File: src/rtl/adpll_loop_ctrl_if.sv
// rtl/adpll_loop_ctrl_if.sv - PFD/DCO signal bundle for the ADPLL loop controller
// Purpose: groups the loop controller's enable, PFD flags and DCO/status outputs.
// Signals:
//   enable   - loop enable, sampled on IN_clk
//   flagU    - PFD up flag (feedback lags, frequency must rise)
//   flagD    - PFD down flag (feedback leads, frequency must fall)
//   dco_code - DCO control word, CODE_W bits, higher code = higher frequency
//   locked   - loop-lock indicator
//   state    - controller state: 0 = IDLE, 1 = ACQ, 2 = TRK
// Modports: master drives enable/flags (PFD/system side), slave is the controller.
interface adpll_loop_ctrl_if #(
  parameter int CODE_W = 8
);
  logic              enable;
  logic              flagU;
  logic              flagD;
  logic [CODE_W-1:0] dco_code;
  logic              locked;
  logic [1:0]        state;

  modport master (output enable, flagU, flagD, input dco_code, locked, state);
  modport slave  (input enable, flagU, flagD, output dco_code, locked, state);
endinterface

File: src/rtl/adpll_loop_ctrl.sv
// rtl/adpll_loop_ctrl.sv - ADPLL loop controller: binary-search acquisition, decimated tracking, lock detect
// Purpose: turns synchronized PFD up/down flags into a DCO control code.
// Ports:
//   IN_clk - reference clock, all state updates on its rising edge
//   reset  - asynchronous active-low reset
//   bus    - adpll_loop_ctrl_if.slave: enable, flagU, flagD in; dco_code, locked, state out
module adpll_loop_ctrl #(
  parameter int CODE_W    = 8,
  parameter int INIT_CODE = 128,
  parameter int MAX_STEP  = 32,
  parameter int TRK_TH    = 4,
  parameter int LOCK_CNT  = 16,
  parameter int RELOCK_N  = 4
) (
  input  logic             IN_clk,
  input  logic             reset,
  adpll_loop_ctrl_if.slave bus
);
  localparam int AW = $clog2(TRK_TH) + 2;
  localparam int LW = $clog2(LOCK_CNT + 1);
  localparam int RW = $clog2(RELOCK_N + 1);

  localparam logic [CODE_W-1:0]    C_INIT       = CODE_W'(INIT_CODE);
  localparam logic [CODE_W-1:0]    C_MAX_STEP   = CODE_W'(MAX_STEP);
  localparam logic [CODE_W-1:0]    C_REACQ_STEP = CODE_W'(4);
  localparam logic [CODE_W-1:0]    C_ONE        = CODE_W'(1);
  localparam logic signed [AW-1:0] C_ACC_TH     = AW'(TRK_TH);
  localparam logic signed [AW-1:0] C_ACC_ONE    = AW'(1);
  localparam logic [LW-1:0]        C_LOCK       = LW'(LOCK_CNT);
  localparam logic [RW-1:0]        C_RELOCK     = RW'(RELOCK_N);

  typedef enum logic [1:0] {S_IDLE = 2'd0, S_ACQ = 2'd1, S_TRK = 2'd2} state_t;
  typedef enum logic [1:0] {D_NONE = 2'd0, D_UP = 2'd1, D_DN = 2'd2} dir_t;

  state_t                r_state, w_state_nxt;
  logic [CODE_W-1:0]     r_code, w_code_nxt;
  logic [CODE_W-1:0]     r_step, w_step_nxt;
  dir_t                  r_prev, w_prev_nxt;
  logic signed [AW-1:0]  r_acc, w_acc_nxt, w_acc_sum;
  logic [LW-1:0]         r_lock_cnt, w_lock_nxt;
  logic [RW-1:0]         r_relock_cnt, w_relock_nxt, w_relock_inc;
  logic                  r_u_meta, r_u_sync, r_d_meta, r_d_sync;
  logic                  w_up, w_dn;
  dir_t                  w_dir;

  // Saturating code move; a clamped move is still reported as a move by the caller.
  function automatic logic [CODE_W-1:0] f_move(input logic [CODE_W-1:0] code,
                                               input logic up,
                                               input logic [CODE_W-1:0] amt);
    logic [CODE_W:0] sum;
    sum = '0;
    if (up) begin
      sum    = {1'b0, code} + {1'b0, amt};
      f_move = sum[CODE_W] ? '1 : sum[CODE_W-1:0];
    end else begin
      f_move = (amt > code) ? '0 : code - amt;
    end
  endfunction

  assign w_up = r_u_sync & ~r_d_sync;
  assign w_dn = r_d_sync & ~r_u_sync;

  always_comb begin
    w_state_nxt  = r_state;
    w_code_nxt   = r_code;
    w_step_nxt   = r_step;
    w_prev_nxt   = r_prev;
    w_acc_nxt    = r_acc;
    w_lock_nxt   = r_lock_cnt;
    w_relock_nxt = r_relock_cnt;
    w_dir        = w_up ? D_UP : D_DN;
    w_acc_sum    = r_acc;
    if (w_up) begin
      w_acc_sum = r_acc + C_ACC_ONE;
    end else if (w_dn) begin
      w_acc_sum = r_acc - C_ACC_ONE;
    end
    // In TRK r_prev holds the direction of the last code update; a zero count means no run yet.
    w_relock_inc = (r_relock_cnt != '0 && r_prev == w_dir) ? r_relock_cnt + RW'(1) : RW'(1);

    if (!bus.enable) begin
      w_state_nxt  = S_IDLE;
      w_code_nxt   = C_INIT;
      w_step_nxt   = C_MAX_STEP;
      w_prev_nxt   = D_NONE;
      w_acc_nxt    = '0;
      w_lock_nxt   = '0;
      w_relock_nxt = '0;
    end else begin
      case (r_state)
        S_IDLE: begin
          w_state_nxt = S_ACQ;
          w_step_nxt  = C_MAX_STEP;
          w_prev_nxt  = D_NONE;
        end
        S_ACQ: begin
          if (w_up || w_dn) begin
            w_prev_nxt = w_dir;
            if (r_prev != D_NONE && r_prev != w_dir) begin
              if (r_step > C_ONE) begin
                w_step_nxt = r_step >> 1;
                w_code_nxt = f_move(r_code, w_up, r_step >> 1);
              end else begin
                // Search has converged to a single LSB: hand over to tracking.
                w_state_nxt  = S_TRK;
                w_acc_nxt    = '0;
                w_lock_nxt   = '0;
                w_relock_nxt = '0;
              end
            end else begin
              w_code_nxt = f_move(r_code, w_up, r_step);
            end
          end
        end
        S_TRK: begin
          if (r_lock_cnt != C_LOCK) begin
            w_lock_nxt = r_lock_cnt + LW'(1);
          end
          w_acc_nxt = w_acc_sum;
          // The accumulator moves by one per decision, so +TH is only reachable on UP.
          if (w_acc_sum == C_ACC_TH || w_acc_sum == -C_ACC_TH) begin
            w_acc_nxt    = '0;
            w_code_nxt   = f_move(r_code, w_up, C_ONE);
            w_prev_nxt   = w_dir;
            w_relock_nxt = w_relock_inc;
            if (w_relock_inc == C_RELOCK) begin
              // A long one-sided run means frequency has drifted: search again with a small step.
              w_state_nxt  = S_ACQ;
              w_step_nxt   = C_REACQ_STEP;
              w_lock_nxt   = '0;
              w_relock_nxt = '0;
            end
          end
        end
        default: w_state_nxt = S_IDLE;
      endcase
    end
  end

  always_ff @(posedge IN_clk or negedge reset) begin
    if (!reset) begin
      r_state <= S_IDLE;
    end else begin
      r_state <= w_state_nxt;
    end
  end

  always_ff @(posedge IN_clk or negedge reset) begin
    if (!reset) begin
      r_code       <= C_INIT;
      r_step       <= C_MAX_STEP;
      r_prev       <= D_NONE;
      r_acc        <= '0;
      r_lock_cnt   <= '0;
      r_relock_cnt <= '0;
      r_u_meta     <= 1'b0;
      r_u_sync     <= 1'b0;
      r_d_meta     <= 1'b0;
      r_d_sync     <= 1'b0;
    end else begin
      r_code       <= w_code_nxt;
      r_step       <= w_step_nxt;
      r_prev       <= w_prev_nxt;
      r_acc        <= w_acc_nxt;
      r_lock_cnt   <= w_lock_nxt;
      r_relock_cnt <= w_relock_nxt;
      r_u_meta     <= bus.flagU;
      r_u_sync     <= r_u_meta;
      r_d_meta     <= bus.flagD;
      r_d_sync     <= r_d_meta;
    end
  end

  assign bus.dco_code = r_code;
  assign bus.locked   = (r_lock_cnt == C_LOCK);
  assign bus.state    = r_state;
endmodule

File: src/flat_wrapper.sv
// flat-port wrapper written by rule: the top's interface ports become plain ports
module adpll_loop_ctrl_flat 
#(
  parameter int CODE_W    = 8,
  parameter int INIT_CODE = 128,
  parameter int MAX_STEP  = 32,
  parameter int TRK_TH    = 4,
  parameter int LOCK_CNT  = 16,
  parameter int RELOCK_N  = 4
)
  (IN_clk, reset, bus_enable, bus_flagU, bus_flagD, bus_dco_code, bus_locked, bus_state);
  adpll_loop_ctrl_if #(.CODE_W(CODE_W)) bus_i ();
  input  logic IN_clk;
  input  logic reset;
  input wire logic [$bits(bus_i.enable)-1:0] bus_enable;
  input wire logic [$bits(bus_i.flagU)-1:0] bus_flagU;
  input wire logic [$bits(bus_i.flagD)-1:0] bus_flagD;
  output wire logic [$bits(bus_i.dco_code)-1:0] bus_dco_code;
  output wire logic [$bits(bus_i.locked)-1:0] bus_locked;
  output wire logic [$bits(bus_i.state)-1:0] bus_state;
  assign bus_i.enable = bus_enable;
  assign bus_i.flagU = bus_flagU;
  assign bus_i.flagD = bus_flagD;
  assign bus_dco_code = bus_i.dco_code;
  assign bus_locked = bus_i.locked;
  assign bus_state = bus_i.state;
  adpll_loop_ctrl #(.CODE_W(CODE_W), .INIT_CODE(INIT_CODE), .MAX_STEP(MAX_STEP), .TRK_TH(TRK_TH), .LOCK_CNT(LOCK_CNT), .RELOCK_N(RELOCK_N)) u_core (.IN_clk(IN_clk), .reset(reset), .bus(bus_i));
endmodule
File: config.mk
export PLATFORM = sky130hd
export DESIGN_NAME = adpll_loop_ctrl_flat
export DESIGN_NICKNAME = d
export VERILOG_FILES = /design/src/rtl/adpll_loop_ctrl_if.sv /design/src/rtl/adpll_loop_ctrl.sv /design/src/flat_wrapper.sv
export SDC_FILE = /design/constraint.sdc
export NUM_CORES = 1
export LEC_CHECK = 0
export ABC_CLOCK_PERIOD_IN_PS = 3000
export CAP_MARGIN = 10
export CORE_MARGIN = 4
export CORE_UTILIZATION = 41
export CTS_CLUSTER_SIZE = 24
export DETAILED_ROUTE_END_ITERATION = 16
export DONT_BUFFER_PORTS = 1
export GPL_TIMING_DRIVEN = 0
export PLACE_DENSITY = 0.51
export SETUP_SLACK_MARGIN = 0.15
export SLEW_MARGIN = 25
export SYNTH_ARGS = -nofsm -noshare
export SYNTH_HDL_FRONTEND = slang
export SYNTH_SLANG_ARGS = --single-unit
File: constraint.sdc
create_clock -name IN_clk -period 3 [get_ports IN_clk]
set_input_delay 0.15 -clock IN_clk [delete_from_list [all_inputs] [get_ports IN_clk]]
set_output_delay 0.15 -clock IN_clk [all_outputs]
set_load 0.005 [all_outputs]
==> out/qor.yml <==
synth_area_per_cell_um2: 7.945
muxShareOfSynthArea: 0.02492
clock_sinks: 33
hold_violations: 0
cts_root_buf: "clkbuf_8"
clkTransAtPathRegs_ns: 0.07
drc: 0
clk_latency_ns: 0.29
drive_gt1_frac: 0.1159
worstPathMaxFanout: 6
worstPathArrival_ns: 2.94
yosysWarnings: 0
drv_cap: 0
dpl_worst_slack_ns: -0.3515
finalWirelength_um: 11890
grtUsageTotal: 0.2210
synthAdderAreaFrac: 0.1442
grt_pass1_wl_um: 19440
synth_area_um2: 3766
ios: 16
skew_ns: 0.002097
synth_edf_count: 0
drtIter0Drc: 231
start_kind: "register"
worstSetupEndpointType: "register"
ys_ff_latch: 33
grt_pass1_vias: 3600
fin_nets: 537
synth_top_family_by_area: "compound AO/OA/AOI/OAI gates"
antenna_found_initial: 0
fin_tns_setup_ns: 0
hold_path.class: "in -> reg"
power.leakage_uw: 0.001756
p_int_uw: 925.2
final_core_util: 0.4740
finalMaxSlewViolations: 0
synth_ff_type: "dfrtp_1"
area_growth_pct: 11.36
r2r_end: "u_core.bus.dco_code[6]"
worst_pin_slew_ns: 0.6428
p_comb_frac: 0.443
syn_inst: 474
layout_min_cycle_time_ns: 2.766
hold_end: "u_core.r_prev[0]"
rsz0062_at_grt: "true"
port-buffer-count: 0
ys_types: 71
synthXorXnorAreaFrac: 0.03023
clockPowerShare: 0.232
worstHoldStart: "bus_enable"
finalCritPeriodShare: 0.9220
start_util: 0.4256
cts_tree: "built"
ir_drop_uv: 197.7
synth_nets: 520
yosys.area_share.simple: 0.2153
critPathKind: "reg -> reg"
p_seq_frac: 0.324
setup_ws_ns: 0.2339
core-area_um2: 8848
via_count: 3765
crit_start: "u_core.r_step[5]"
ys_seq_area_frac: 0.2199
rows: 34
max_slew_margin: 0.5706
p_per_area_nw_per_um2: 379.3
hpwl_um: 9073
p_sw_uw: 665.7
stdcell_count: 600
antenna_left: 0
async_flop_share: 1.000
whs_path_depth: 3
gp_congestion: 0.9407
r2r_slack_ns: 0.23
status: "finished clean"
viasPerCell: 6.275
die_area_um2: 10780
wl_per_cell_um: 19.82
die_w_um: 103.8
cp_data_required_time_ns: 3.17
dr.pass1.iters: 5
cts.path.max_buffers: 2
fmax_mhz: 361.5
rr_worst_depth: 8
setup_viol: 0
grt_remaining_overflow: 0
synth_compound_area_frac: 0.3040
cts_max_level: 2
grt_max_degree: 34
r2r-start: "u_core.r_step[5]"
antenna_cells: 0
die_y_um: 103.8
cts_buffers: 5
dp_cells: 582
switching_share: 0.4184
-- cells in the mapped netlist, types with 4 or more instances --
cell type | instances | share of area
nor2b_1 | 10 | 0.017
o21a_1 | 8 | 0.016
o21bai_1 | 10 | 0.020
a211o_1 | 4 | 0.0093
clkbuf_1 | 24 | 0.024
o31ai_1 | 9 | 0.018
o21ai_1 | 10 | 0.013
a21o_1 | 6 | 0.012
o211ai_1 | 8 | 0.016
inv_1 | 33 | 0.033
nor3_1 | 21 | 0.028
dfrtp_1 | 31 | 0.21
o21ai_0 | 13 | 0.017
ha_1 | 37 | 0.12
nand4_1 | 4 | 0.0066
a211oi_1 | 11 | 0.022
nor4_1 | 6 | 0.010
or3_1 | 4 | 0.0066
nand2b_1 | 10 | 0.017
a22o_1 | 10 | 0.023
xnor2_1 | 9 | 0.021
a31oi_1 | 4 | 0.0066
nand2_1 | 34 | 0.034
a21oi_1 | 28 | 0.037
nor2_1 | 32 | 0.032
fa_1 | 4 | 0.021
xor2_1 | 4 | 0.0093
nand3_1 | 21 | 0.028
-- area by class of cell --
cell class	count	area, um2
well taps	108	135.1
clock buffers	6	82.58
clock inverters	2	13.76
plain buffers	28	117.6
fillers	917	4654
multi-input cells	380	2793
repair buffers	10	91.34
flip-flops and latches	33	834.6
inverters	33	126.4
-- layer usage --
metal	GRT usage	up-vias	share of wire
met1	0.3171	1847	0.48
met4	0.04463	0	0.013
met5	0	-	0
met2	0.3500	117	0.45
met3	0.03731	19	0.062
li1	-	1782	-
-- kinds of logic (layout without fill, tap and decap cells) --
| logic type | after synthesis | count (layout) |
|---|---|---|
| DFF | 33 | 33 |
| AOI/OAI and AO/OA | 158 | 158 |
| and+or+nand+nor | 160 | 160 |
| buffers and inverters | 61 | 79 |
| muxes | 8 | 8 |
| adders and majority gates | 41 | 41 |
| xor gates and xnor gates | 13 | 13 |
-- placed cells by master, fill, tap and decap left out, drive strengths merged, types with 4 or more instances in the layout --
cell type / n
a211o: 4
a211oi: 11
a21o: 6
a21oi: 28
a22o: 10
a31oi: 4
buf: 11
clkbuf: 30
dfrtp: 31
fa: 4
ha: 37
inv: 33
mux2: 5
nand2: 34
nand2b: 10
nand3: 21
nand4: 4
nor2: 32
nor2b: 10
nor3: 21
nor4: 7
o211ai: 8
o21a: 8
o21ai: 24
o21bai: 10
o31ai: 9
or3: 4
xnor2: 9
xor2: 4
-- flip-flops by register name, summed over array words and instances (netlist names) --
signal and flops:
u_core.bus.dco_code 8, u_core.bus.state 2, u_core.r_acc 3, u_core.r_d_meta 1
u_core.r_d_sync 1, u_core.r_lock_cnt 5, u_core.r_prev 2, u_core.r_relock_cnt 3
u_core.r_step 6, u_core.r_u_meta 1, u_core.r_u_sync 1
-- power groups by stage --
stage	Clock (uW)	Combinational, uW	Sequential [uW]
2_1_floorplan	0	495	505
3_3_place_gp	0	644	523
3_5_place_dp	0	642	523
4_1_cts	378	684	515
5_1_grt	395	769	521
6_report	370	705	516
-- stage by stage --
stage | power, uW | hold WS [ns] | instance area [um2]
after floorplan | 1000 | -0.1456 | 3766
final | 1591 | 0.3036 | 4194
after detailed placement | 1165 | -0.1448 | 3908
after global routing | 1685 | 0.3493 | 4194
after global placement | 1166 | -0.1448 | 3901
after CTS | 1577 | 0.2971 | 4140
-- what timing repair did --
| action | 4_1_cts | 5_1_grt |
|---|---|---|
| setup endpoints to repair | 18 | 14 |
| pin swaps | 2 | 4 |
| hold buffers | 4 | 0 |
| setup buffers | 4 | 2 |
| resized for setup | 18 | 16 |
| endpoints found under the hold margin | 35 | 0 |
-- worst max-delay path: stages (launching register included) --
cell and delay [ns]:
dfstp_2 0.62, inv_1 0.09, ha_1 0.39, inv_1 0.13
a21oi_1 0.41, a21oi_1 0.14, a311o_1 0.32, a2111oi_0 0.41
o21ai_1 0.13
-- worst max path at each step --
| stage | end | slack (ns) | cells past startpoint |
|---|---|---|---|
| 6_report | u_core.bus.dco_code[6] | 0.23 | 8 |
| 5_1_grt | u_core.bus.dco_code[4] | 0.06 | 10 |
| 4_1_cts | u_core.bus.dco_code[4] | 0.15 | 9 |
| 3_5_place_dp | u_core.bus.dco_code[2] | -0.35 | 10 |
| 3_3_place_gp | u_core.bus.dco_code[2] | -0.75 | 10 |
| 2_1_floorplan | u_core.bus.dco_code[2] | 0.32 | 10 |
(Power assumes the default switching activity.)
